`config.mk`:
```
export PLATFORM = sky130hd
export DESIGN_NAME = stack_ctrl
export DESIGN_NICKNAME = d
export VERILOG_FILES = /design/src/rtl/stack_pkg.sv /design/src/rtl/stack_bound_chk.sv /design/src/rtl/stack_ctrl.sv
export SDC_FILE = /design/constraint.sdc
export NUM_CORES = 1
export LEC_CHECK = 0
export ABC_AREA = 1
export BUFFER_PORTS_ARGS = -buffer_cell sky130_fd_sc_hd__buf_2
export CAP_MARGIN = 20
export CORE_ASPECT_RATIO = 0.7
export CORE_MARGIN = 3
export CORE_UTILIZATION = 48
export CTS_BUF_LIST = sky130_fd_sc_hd__clkbuf_8 sky130_fd_sc_hd__clkbuf_16
export DETAILED_ROUTE_END_ITERATION = 6
export PLACE_DENSITY = 0.79
export SETUP_SLACK_MARGIN = 0.05
export SYNTH_ARGS = -nofsm -noshare
export SYNTH_HDL_FRONTEND = slang
export SYNTH_SLANG_ARGS = --single-unit
```
`constraint.sdc`:
```
create_clock -name clk -period 3.1 [get_ports clk]
set_input_delay 0.31 -clock clk [delete_from_list [all_inputs] [get_ports clk]]
set_output_delay 0.31 -clock clk [all_outputs]
set_load 0.01 [all_outputs]
```
`src/rtl/stack_pkg.sv`:
```
// Shared types and defaults for the 16-bit-word hardware stack controller.
// The stack grows down from SP_INIT toward SP_LIMIT.
package stack_pkg;

    typedef enum logic [2:0] {
        S_IDLE  = 3'd0,
        S_PUSH1 = 3'd1,
        S_PUSH2 = 3'd2,
        S_POP1  = 3'd3,
        S_POPD1 = 3'd4,
        S_POPD2 = 3'd5,
        S_DONE  = 3'd6
    } state_t;

    typedef enum logic {
        OP_PUSH = 1'b0,
        OP_POP  = 1'b1
    } op_t;

    localparam logic [31:0] SP_INIT_DEF  = 32'h000F_FFFF;
    localparam logic [31:0] SP_LIMIT_DEF = 32'h000F_F000;

    // Number of 16-bit stack words moved by one request.
    function automatic logic [31:0] word_count(input logic wide);
        return wide ? 32'd2 : 32'd1;
    endfunction

endpackage

```
`src/rtl/stack_bound_chk.sv`:
```
// Combinational legality check for a stack request against the current SP.
// Push needs enough free words above SP_LIMIT-1; pop needs enough live words below SP_INIT.
module stack_bound_chk
    import stack_pkg::*;
#(
    parameter logic [31:0] SP_INIT  = SP_INIT_DEF,
    parameter logic [31:0] SP_LIMIT = SP_LIMIT_DEF
) (
    input  logic [31:0] sp,
    input  logic        op,
    input  logic        wide,
    output logic        legal,
    output logic        ovf,
    output logic        unf
);

    logic [31:0] n;
    logic [31:0] room;
    logic [31:0] depth;
    logic        push_ok;
    logic        pop_ok;
    logic        is_pop;

    assign n     = word_count(wide);
    assign room  = sp - SP_LIMIT + 32'd1;
    assign depth = SP_INIT - sp;

    always_comb begin
        push_ok = (room >= n);
        pop_ok  = (depth >= n);
        is_pop  = (op_t'(op) == OP_POP);
        legal   = is_pop ? pop_ok : push_ok;
        ovf     = !is_pop && !push_ok;
        unf     = is_pop && !pop_ok;
    end

endmodule

```
`src/rtl/stack_ctrl.sv`:
```
// Hardware stack controller: pushes/pops 16- or 32-bit values through a 16-bit
// data-memory port, one word per cycle, with overflow/underflow rejection.
//
// state  | meaning
// IDLE   | ready for a request; legality decided at accept
// PUSH1  | write first word (high half if wide) at SP, SP decrements
// PUSH2  | write low half at SP, SP decrements
// POP1   | read SP+1, SP increments
// POPD1  | capture first word; wide issues second read at SP+1
// POPD2  | capture high half
// DONE   | one-cycle response, error flags if rejected
module stack_ctrl
    import stack_pkg::*;
#(
    parameter logic [31:0] SP_INIT  = SP_INIT_DEF,
    parameter logic [31:0] SP_LIMIT = SP_LIMIT_DEF
) (
    input  logic        clk,
    input  logic        reset,
    input  logic        req_valid,
    output logic        req_ready,
    input  logic        req_op,
    input  logic        req_wide,
    input  logic [31:0] req_wdata,
    output logic [31:0] mem_addr,
    output logic        mem_we,
    output logic        mem_re,
    output logic [15:0] mem_wdata,
    input  logic [15:0] mem_rdata,
    output logic        rsp_valid,
    output logic [31:0] rsp_data,
    output logic        ovf,
    output logic        unf,
    output logic [31:0] sp_out
);

    state_t      state_q, state_d;
    logic [31:0] sp_q;
    op_t         op_q;
    logic        wide_q;
    logic [31:0] wdata_q;
    logic [15:0] lo_q;
    logic [31:0] rsp_q;
    logic        rej_q;

    logic        accept;
    logic        sp_inc;
    logic        sp_dec;
    logic        chk_legal;
    logic        chk_ovf;
    logic        chk_unf;

    stack_bound_chk #(
        .SP_INIT  (SP_INIT),
        .SP_LIMIT (SP_LIMIT)
    ) u_bound_chk (
        .sp    (sp_q),
        .op    (req_op),
        .wide  (req_wide),
        .legal (chk_legal),
        .ovf   (chk_ovf),
        .unf   (chk_unf)
    );

    assign req_ready = (state_q == S_IDLE);
    assign accept    = req_valid && req_ready;
    assign rsp_valid = (state_q == S_DONE);
    assign ovf       = rsp_valid && rej_q && (op_q == OP_PUSH);
    assign unf       = rsp_valid && rej_q && (op_q == OP_POP);
    assign rsp_data  = rsp_q;
    assign sp_out    = sp_q;

    always_ff @(posedge clk or posedge reset) begin
        if (reset) begin
            state_q <= S_IDLE;
        end else begin
            state_q <= state_d;
        end
    end

    always_comb begin
        state_d   = state_q;
        mem_we    = 1'b0;
        mem_re    = 1'b0;
        mem_addr  = 32'h0;
        mem_wdata = 16'h0;
        sp_inc    = 1'b0;
        sp_dec    = 1'b0;
        case (state_q)
            S_IDLE: begin
                if (accept) begin
                    if (!chk_legal) begin
                        state_d = S_DONE;
                    end else if (op_t'(req_op) == OP_POP) begin
                        state_d = S_POP1;
                    end else begin
                        state_d = S_PUSH1;
                    end
                end
            end
            S_PUSH1: begin
                mem_we    = 1'b1;
                mem_addr  = sp_q;
                mem_wdata = wide_q ? wdata_q[31:16] : wdata_q[15:0];
                sp_dec    = 1'b1;
                state_d   = wide_q ? S_PUSH2 : S_DONE;
            end
            S_PUSH2: begin
                mem_we    = 1'b1;
                mem_addr  = sp_q;
                mem_wdata = wdata_q[15:0];
                sp_dec    = 1'b1;
                state_d   = S_DONE;
            end
            S_POP1: begin
                mem_re   = 1'b1;
                mem_addr = sp_q + 32'd1;
                sp_inc   = 1'b1;
                state_d  = S_POPD1;
            end
            S_POPD1: begin
                if (wide_q) begin
                    mem_re   = 1'b1;
                    mem_addr = sp_q + 32'd1;
                    sp_inc   = 1'b1;
                    state_d  = S_POPD2;
                end else begin
                    state_d  = S_DONE;
                end
            end
            S_POPD2: begin
                state_d = S_DONE;
            end
            S_DONE: begin
                state_d = S_IDLE;
            end
            default: begin
                state_d = S_IDLE;
            end
        endcase
    end

    always_ff @(posedge clk or posedge reset) begin
        if (reset) begin
            sp_q    <= SP_INIT;
            op_q    <= OP_PUSH;
            wide_q  <= 1'b0;
            wdata_q <= 32'h0;
            rej_q   <= 1'b0;
        end else begin
            if (sp_dec) begin
                sp_q <= sp_q - 32'd1;
            end else if (sp_inc) begin
                sp_q <= sp_q + 32'd1;
            end
            if (accept) begin
                op_q    <= op_t'(req_op);
                wide_q  <= req_wide;
                wdata_q <= req_wdata;
                rej_q   <= chk_ovf || chk_unf;
            end
        end
    end

    // A wide pop stages its low half so rsp_data only changes when the pop completes.
    always_ff @(posedge clk or posedge reset) begin
        if (reset) begin
            lo_q  <= 16'h0;
            rsp_q <= 32'h0;
        end else begin
            if (accept && chk_unf) begin
                rsp_q <= 32'h0;
            end
            if (state_q == S_POPD1) begin
                if (wide_q) begin
                    lo_q <= mem_rdata;
                end else begin
                    rsp_q <= {16'h0, mem_rdata};
                end
            end
            if (state_q == S_POPD2) begin
                rsp_q <= {mem_rdata, lo_q};
            end
        end
    end

endmodule

```
==> metrics.csv, run 1 <==
metric,value,unit
synth unique cells,49,
# hold bufs at CTS,0,
Post-Synth XOR/XNOR Area,3.42,%
filler instances,1568,
drc violations,0,
largest family of logic cells by synthesized area,simple AND/OR/NAND/NOR gates,
crit share post-route,95.8,%
Setup Skew,0.0128,ns
Vias/cell,5.47,
RSZ-0062 raised after global routing,yes,
antenna-violating nets left,0,
total CTS buffers,17,
root buffer cell,clkbuf_16,
core area,16500,um^2
r2r setup slk,0.45,ns
worst r2r src,sp_out[1],
via count,8745,
"Clk Latency, worst-skew pair",0.42,ns
drt total wl,25800,um
largest net degree at the start of global routing,119,
# diodes,0,
gp weighted congestion,0.954,
"Seq/Total Area, Yosys",36.4,%
dpl cells,1552,
Slew @ Worst Pin,0.650,ns
CTS tree,done,
Post-synth EDFFs,0,
First-pass DRT Iterations,6,
CTS max path bufs,2,
layout cell share with drive strength beyond 1,24.4,%
NumNets Final,1419,
mux cell area share after synthesis,0,%
Initial Utilization,49.7,%
Die W,162,um
critical path arrival,2.66,ns
Slew headroom,56.7,%
initial antenna violation count,0,
shortest period the worst path allows,2.97,ns
crit-path max FO,7,
YS warnings,0,
Clock Sinks,118,
crit path capture type,primary output,
Synth Area in Simple Gates,33.8,%
DR WL/cell,16.1,um
first-pass GRT wire length,41500,um
WHS,0.0627,ns
vias in the first global route,7940,
post-synthesis instance total,1205,
P_leak,4.93,nW
final setup vio count,0,
DRT iter0 DRCs,898,
VDD IR max,0.617,mV
HPWL Detailed,18100,um
Port Buffer Count,170,
Synth Area in Adders,0.764,%
H-Tree Depth,4,
die area,18700,um^2
worst path required time,2.79,ns
"Reg clk slew, reported paths",0.06,ns
Seq cells post-synth,118,
syn_nets,1263,
Final Util,60.4,%
post-synthesis compound-gate area fraction,16.1,%
Hold WC Path Type,in -> async,
Final Hold Fails,0,
Worst setup SP type,register,
area grow syn2layout,21.7,%
"Avg Cell Area, Syn",6.80,um^2
Final Instance Count excl. Fillers,1598,
Async SR Flop Fraction,100,%
Cell Rows,39,
grt total ovfl,0,
fmax,337,MHz
status,"finished, final reports clean",
Pwr Total,10.9,mW
WS Path Type,reg -> out,
I/O Pins,171,
fin. max-slew vios,0,
Die Ht,115,um
Max Cap Viol,0,
CP startpoint,sp_out[9],
"Top FF cell, synth",dfrtp_1,
Tot GR Track Use,27.5,%
Post-Syn Area,8190,um^2
pwr/cell area,1100,nW/um^2
power breakdown:
group	internal, mW	switching, mW
combinational	2.00	3.83
sequential	2.37	0.697
clock	1.27	0.773
total	5.64	5.30
per-stage QoR:
stage               TNS [ns]  cell area (um^2)  setup slack [ns]
floorplan                  0              8190             0.727
global placement           0              9180             0.426
detailed placement         0              9180             0.373
CTS                        0              9800            0.0245
global route         -0.0513              9970           -0.0513
finish                     0              9970             0.129
routing by layer:
| layer | share of wire, % | up-vias | track usage, % |
|---|---|---|---|
| li1 | - | 4261 | - |
| met1 | 48 | 4023 | 42.6 |
| met2 | 41 | 440 | 39.0 |
| met3 | 11 | 21 | 6.30 |
| met4 | 0.80 | 0 | 5.97 |
| met5 | 0 | - | 0 |
synthesized netlist by cell type, types with 4 or more instances:
cell type	n	share of area (%)
nor2_1	133	6.1
nand2_1	323	15
nand3_2	4	0.49
o22ai_1	27	2.1
o21ai_1	21	1.3
nand3_1	58	3.5
clkbuf_1	40	1.8
xor2_1	31	3.3
buf_2	16	0.98
dfrtp_1	98	30
clkinv_1	6	0.27
nand2_2	17	1.3
o211ai_1	5	0.46
ha_1	5	0.76
nor2_4	5	0.69
inv_1	106	4.9
buf_1	6	0.27
a31oi_1	19	1.5
o21ai_0	121	7.4
a21oi_1	23	1.4
inv_2	14	0.64
nand4_1	30	2.3
nor3_1	23	1.4
nor2_2	14	1.1
dfstp_2	20	6.4
worst max-delay path, stage by stage (launching register included):
cell and delay, ns:
dfstp_2 0.62, nand2_1 0.10, nor2_2 0.20, inv_1 0.10, nor2_4 0.13, nand2_2 0.10, nor2_4 0.18, nand2_2 0.09
nor2_2 0.14, nand4_1 0.11, xor2_1 0.21, o22ai_1 0.09, buf_2 0.16
final timing paths:
path                                 to  depth (start not counted)
max                        mem_addr[31]                         12
min                         rsp_data[4]                          3
max reg2reg                  state_q[2]                         15
min reg2reg                 wdata_q[31]                          2
max in group asynchronous   wdata_q[30]                          3
min in group clk            wdata_q[21]                          3
flip-flops by register name, indices dropped and copies added, names as in the netlist:
name and flops:
rsp_data 32, sp_out 32, wdata_q 32, lo_q 16, state_q 3, op_q 1, rej_q 1, wide_q 1
logic make-up (layout without fill, tap and decap cells):
family	count (synthesis)	count (layout)
xor gates and xnor gates	32	32
and+or+nand+nor	620	620
DFF	118	118
adders and majority gates	5	5
buffers and inverters	195	363
AOI/OAI and AO/OA	235	235
area by class of cell:
cell class | instances | area, um^2 | share of cell area [%]
inverter | 127 | 482 | 4.83
tap | 225 | 282 | 2.82
clock inverter | 14 | 178 | 1.78
multi-input combinational | 892 | 4500 | 45.2
clock buffer | 17 | 425 | 4.27
timing repair buffer | 205 | 1120 | 11.3
sequential | 118 | 2980 | 29.9
repair_timing:
| item | CTS | global route |
|---|---|---|
| hold endpoints to repair | 0 | 0 |
| setup endpoints to repair | 4 | 8 |
| resized for setup | 3 | 15 |
| pin swaps | 0 | 5 |
| setup buffers | 1 | 14 |
placed cells by master, fill, tap and decap left out, types with 10 or more instances in the layout:
cell / instances
nor2_1: 128
nand2_2: 20
nor2_2: 14
o21ai_1: 21
inv_1: 105
inv_2: 14
xor2_1: 31
buf_2: 170
nand4_1: 30
clkbuf_16: 17
a31oi_1: 19
a21oi_1: 23
o22ai_1: 27
nor2_4: 10
o21ai_0: 121
buf_4: 33
nand3_1: 57
nor3_1: 23
nand2_1: 320
dfstp_2: 20
dfrtp_1: 98
(Power assumes the default switching activity.)
==> inputs of run 2 (changes only) <==
Settings changed: REMOVE_ABC_BUFFERS set to 1.
==> run 2 against run 1 <==
  * Final area rose by 0.44%
  * Clock power barely moved
  * Wire length rose by 1.4%
  * Setup slack improved by 0.047 ns
  * Combinational power rose by 1%
  * Global-route usage fell by 0.070 points
  * Largest power group unchanged
  * Clock-buffer cell count did not move
  * Register-to-register slack got worse by 0.05 ns
  * Clock skew fell by 0.00087 ns
  * Worst hold slack improved by 0.028 ns
  * Sequential share of layout area fell by 0.13 points
  * Via count rose by 1.3%
==> metrics.csv, run 2 (synthesis gave the netlist of run 1 again) <==
metric,value,unit,change
status,"finished, final reports clean",,
crit path capture type,primary output,,
HPWL Detailed,18500,um,+2.0%
critical path's top delay family,simple AND/OR/NAND/NOR gates,,
shortest period the worst path allows,2.92,ns,-0.0473 ns
Slew headroom,35.3,%,-21 points
DR WL/cell,16.3,um,+1.4%
worst-path cell chain,"nand2_2, nor2_4, nand2_4, nor2_4, nand2_2, nor2_4, nand2_2, nor2_4, nand4_1, xor2_1, o22ai_1, buf_2",,
H-Tree Depth,4,,unchanged
max layer used,met5,,
final setup vio count,0,,unchanged
initial antenna violation count,1,,+1
I/O Pins,171,,unchanged
vias in the first global route,7970,,+0.38%
Initial Utilization,49.7,%,unchanged
Die W,162,um,unchanged
fmax,342,MHz,+1.6%
max incr delay on CP,0.61,ns,about the same
gp weighted congestion,0.965,,+1.2%
# diodes,0,,unchanged
VDD IR max,0.576,mV,-6.6%
layout cell share with drive strength beyond 1,24.7,%,+0.29 points
"Reg clk slew, reported paths",0.06,ns,about the same
Vias/cell,5.55,,+1.3%
CTS tree,done,,
"Clk Latency, worst-skew pair",0.42,ns,about the same
Cell Rows,39,,unchanged
Die Ht,115,um,unchanged
via count,8862,,+1.3%
Clock Sinks,118,,unchanged
"commonest non-fill, non-tap cell in the layout",nand2_1,,
fin worst setup slack,0.177,ns,+0.0473 ns
drt total wl,26100,um,+1.4%
worst r2r src,sp_out[1],,
CTS max path bufs,2,,unchanged
Worst setup SP type,register,,
dpl ws,0.369,ns,-0.00382 ns
most frequent cells in the layout,"nand2_1 (317), buf_2 (170), nor2_1 (127)",,
Hold Startpoint,req_wdata[26],,
RSZ-0062 raised after global routing,yes,,
pwr/cell area,1100,nW/um^2,+0.33%
Port Buffer Count,170,,unchanged
antenna-violating nets left,0,,unchanged
M1 WL,12200,um,-0.50%
Setup Skew,0.0119,ns,-0.000870 ns
NumNets Final,1418,,-0.070%
DR WL met2,10800,um,+2.6%
Final Hold Fails,0,,unchanged
die area,18700,um^2,unchanged
"most used cell, CP",nor2_4,,
P_leak,4.95,nW,+0.35%
Slew @ Worst Pin,0.970,ns,+0.320 ns
drc violations,0,,unchanged
area grow syn2layout,22.3,%,
DRT iter0 DRCs,1116,,+24%
final instance area,10000,um^2,+0.44%
fin. max-slew vios,0,,unchanged
First-pass DRT Iterations,5,,-1
crit-path max FO,6,,-1
first-pass GRT wire length,41200,um,-0.77%
met3 WL post-DR,2860,um,+4.7%
critical path arrival,2.61,ns,-0.05 ns
total CTS buffers,17,,unchanged
placed cell area,9180,um^2,about the same
Max Cap Viol,0,,unchanged
Tot GR Track Use,27.5,%,-0.070 points
crit share post-route,94.3,%,-1.5 points
Crit-path slowest cell,dfstp_2,,
Hold WC Path Type,in -> reg,,
core area,16500,um^2,unchanged
CP startpoint,sp_out[1],,
root buffer cell,clkbuf_16,,
# hold bufs at CTS,0,,unchanged
worst path required time,2.79,ns,about the same
grt total ovfl,0,,unchanged
filler instances,1604,,+2.3%
Pwr Total,11.0,mW,+0.77%
WS Path Type,reg -> out,,
WP buf/inv,1,,-1
largest net degree at the start of global routing,78,,-34%
[run 2: changes by cell type in the layout (fill, tap and decap cells not counted), moves of 3 or more]
cell | previous run | this run
clkinv_4 | 6 | 1
nor2_4 | 10 | 13
nand2_2 | 20 | 23
nand2_1 | 320 | 317
inv_8 | 0 | 3
inv_6 | 2 | 7
[run 2: report_power, final]
part           switching (mW)  internal [mW]
Clock                   0.828           1.22
Sequential              0.716           2.37
Combinational            3.87           2.02
Total                    5.41           5.61
[run 2: final timing paths]
path / to / slack [ns] / depth (start not counted)
min: wdata_q[26] / 0.09 / 3
max: mem_addr[31] / 0.18 / 12
max in group asynchronous: sp_out[2] / 2.20 / 3
min reg2reg: rej_q / 0.48 / 2
max reg2reg: sp_out[28] / 0.40 / 15
min in group asynchronous: rsp_data[10] / 0.12 / 2
[run 2: final cells by class]
| class | count | area (um^2) | share of cell area (%) |
|---|---|---|---|
| Multi-Input combinational cell | 892 | 4530 | 45.3 |
| Sequential cell | 118 | 2980 | 29.7 |
| Timing Repair Buffer | 204 | 1140 | 11.3 |
| Inverter | 127 | 480 | 4.80 |
| Clock buffer | 17 | 425 | 4.25 |
| Tap cell | 225 | 282 | 2.81 |
| Clock inverter | 15 | 179 | 1.79 |
[run 2: repair_timing]
action,in CTS,in global routing
setup endpoints to repair,3,9
pin swaps,0,7
gates resized for setup,3,23
buffers inserted,2,14
hold endpoints to repair,0,0
[run 2: per-stage QoR]
stage	setup TNS (ns)	hold WS, ns	util, %	std cells
floorplan	-40.27	0.420	-	1137
global placement	0	0.463	55.6	1550
detailed placement	0	0.465	55.6	1550
CTS	0	0.0761	59.5	1584
global route	0	0.0846	60.7	1598
finish	0	0.0911	60.7	1598
[run 2: per-layer routing]
metal | GRT usage [%] | vias up
li1 | - | 4263
met1 | 42.3 | 4120
met2 | 39.4 | 457
met3 | 6.19 | 20
met4 | 5.63 | 2
met5 | 0 | -
[run 2: tightest hold or removal path: cells and delay by family]
family	cells	cell delay, ns
and+or+nand+nor	2	0.09
buffers and inverters	1	0.08
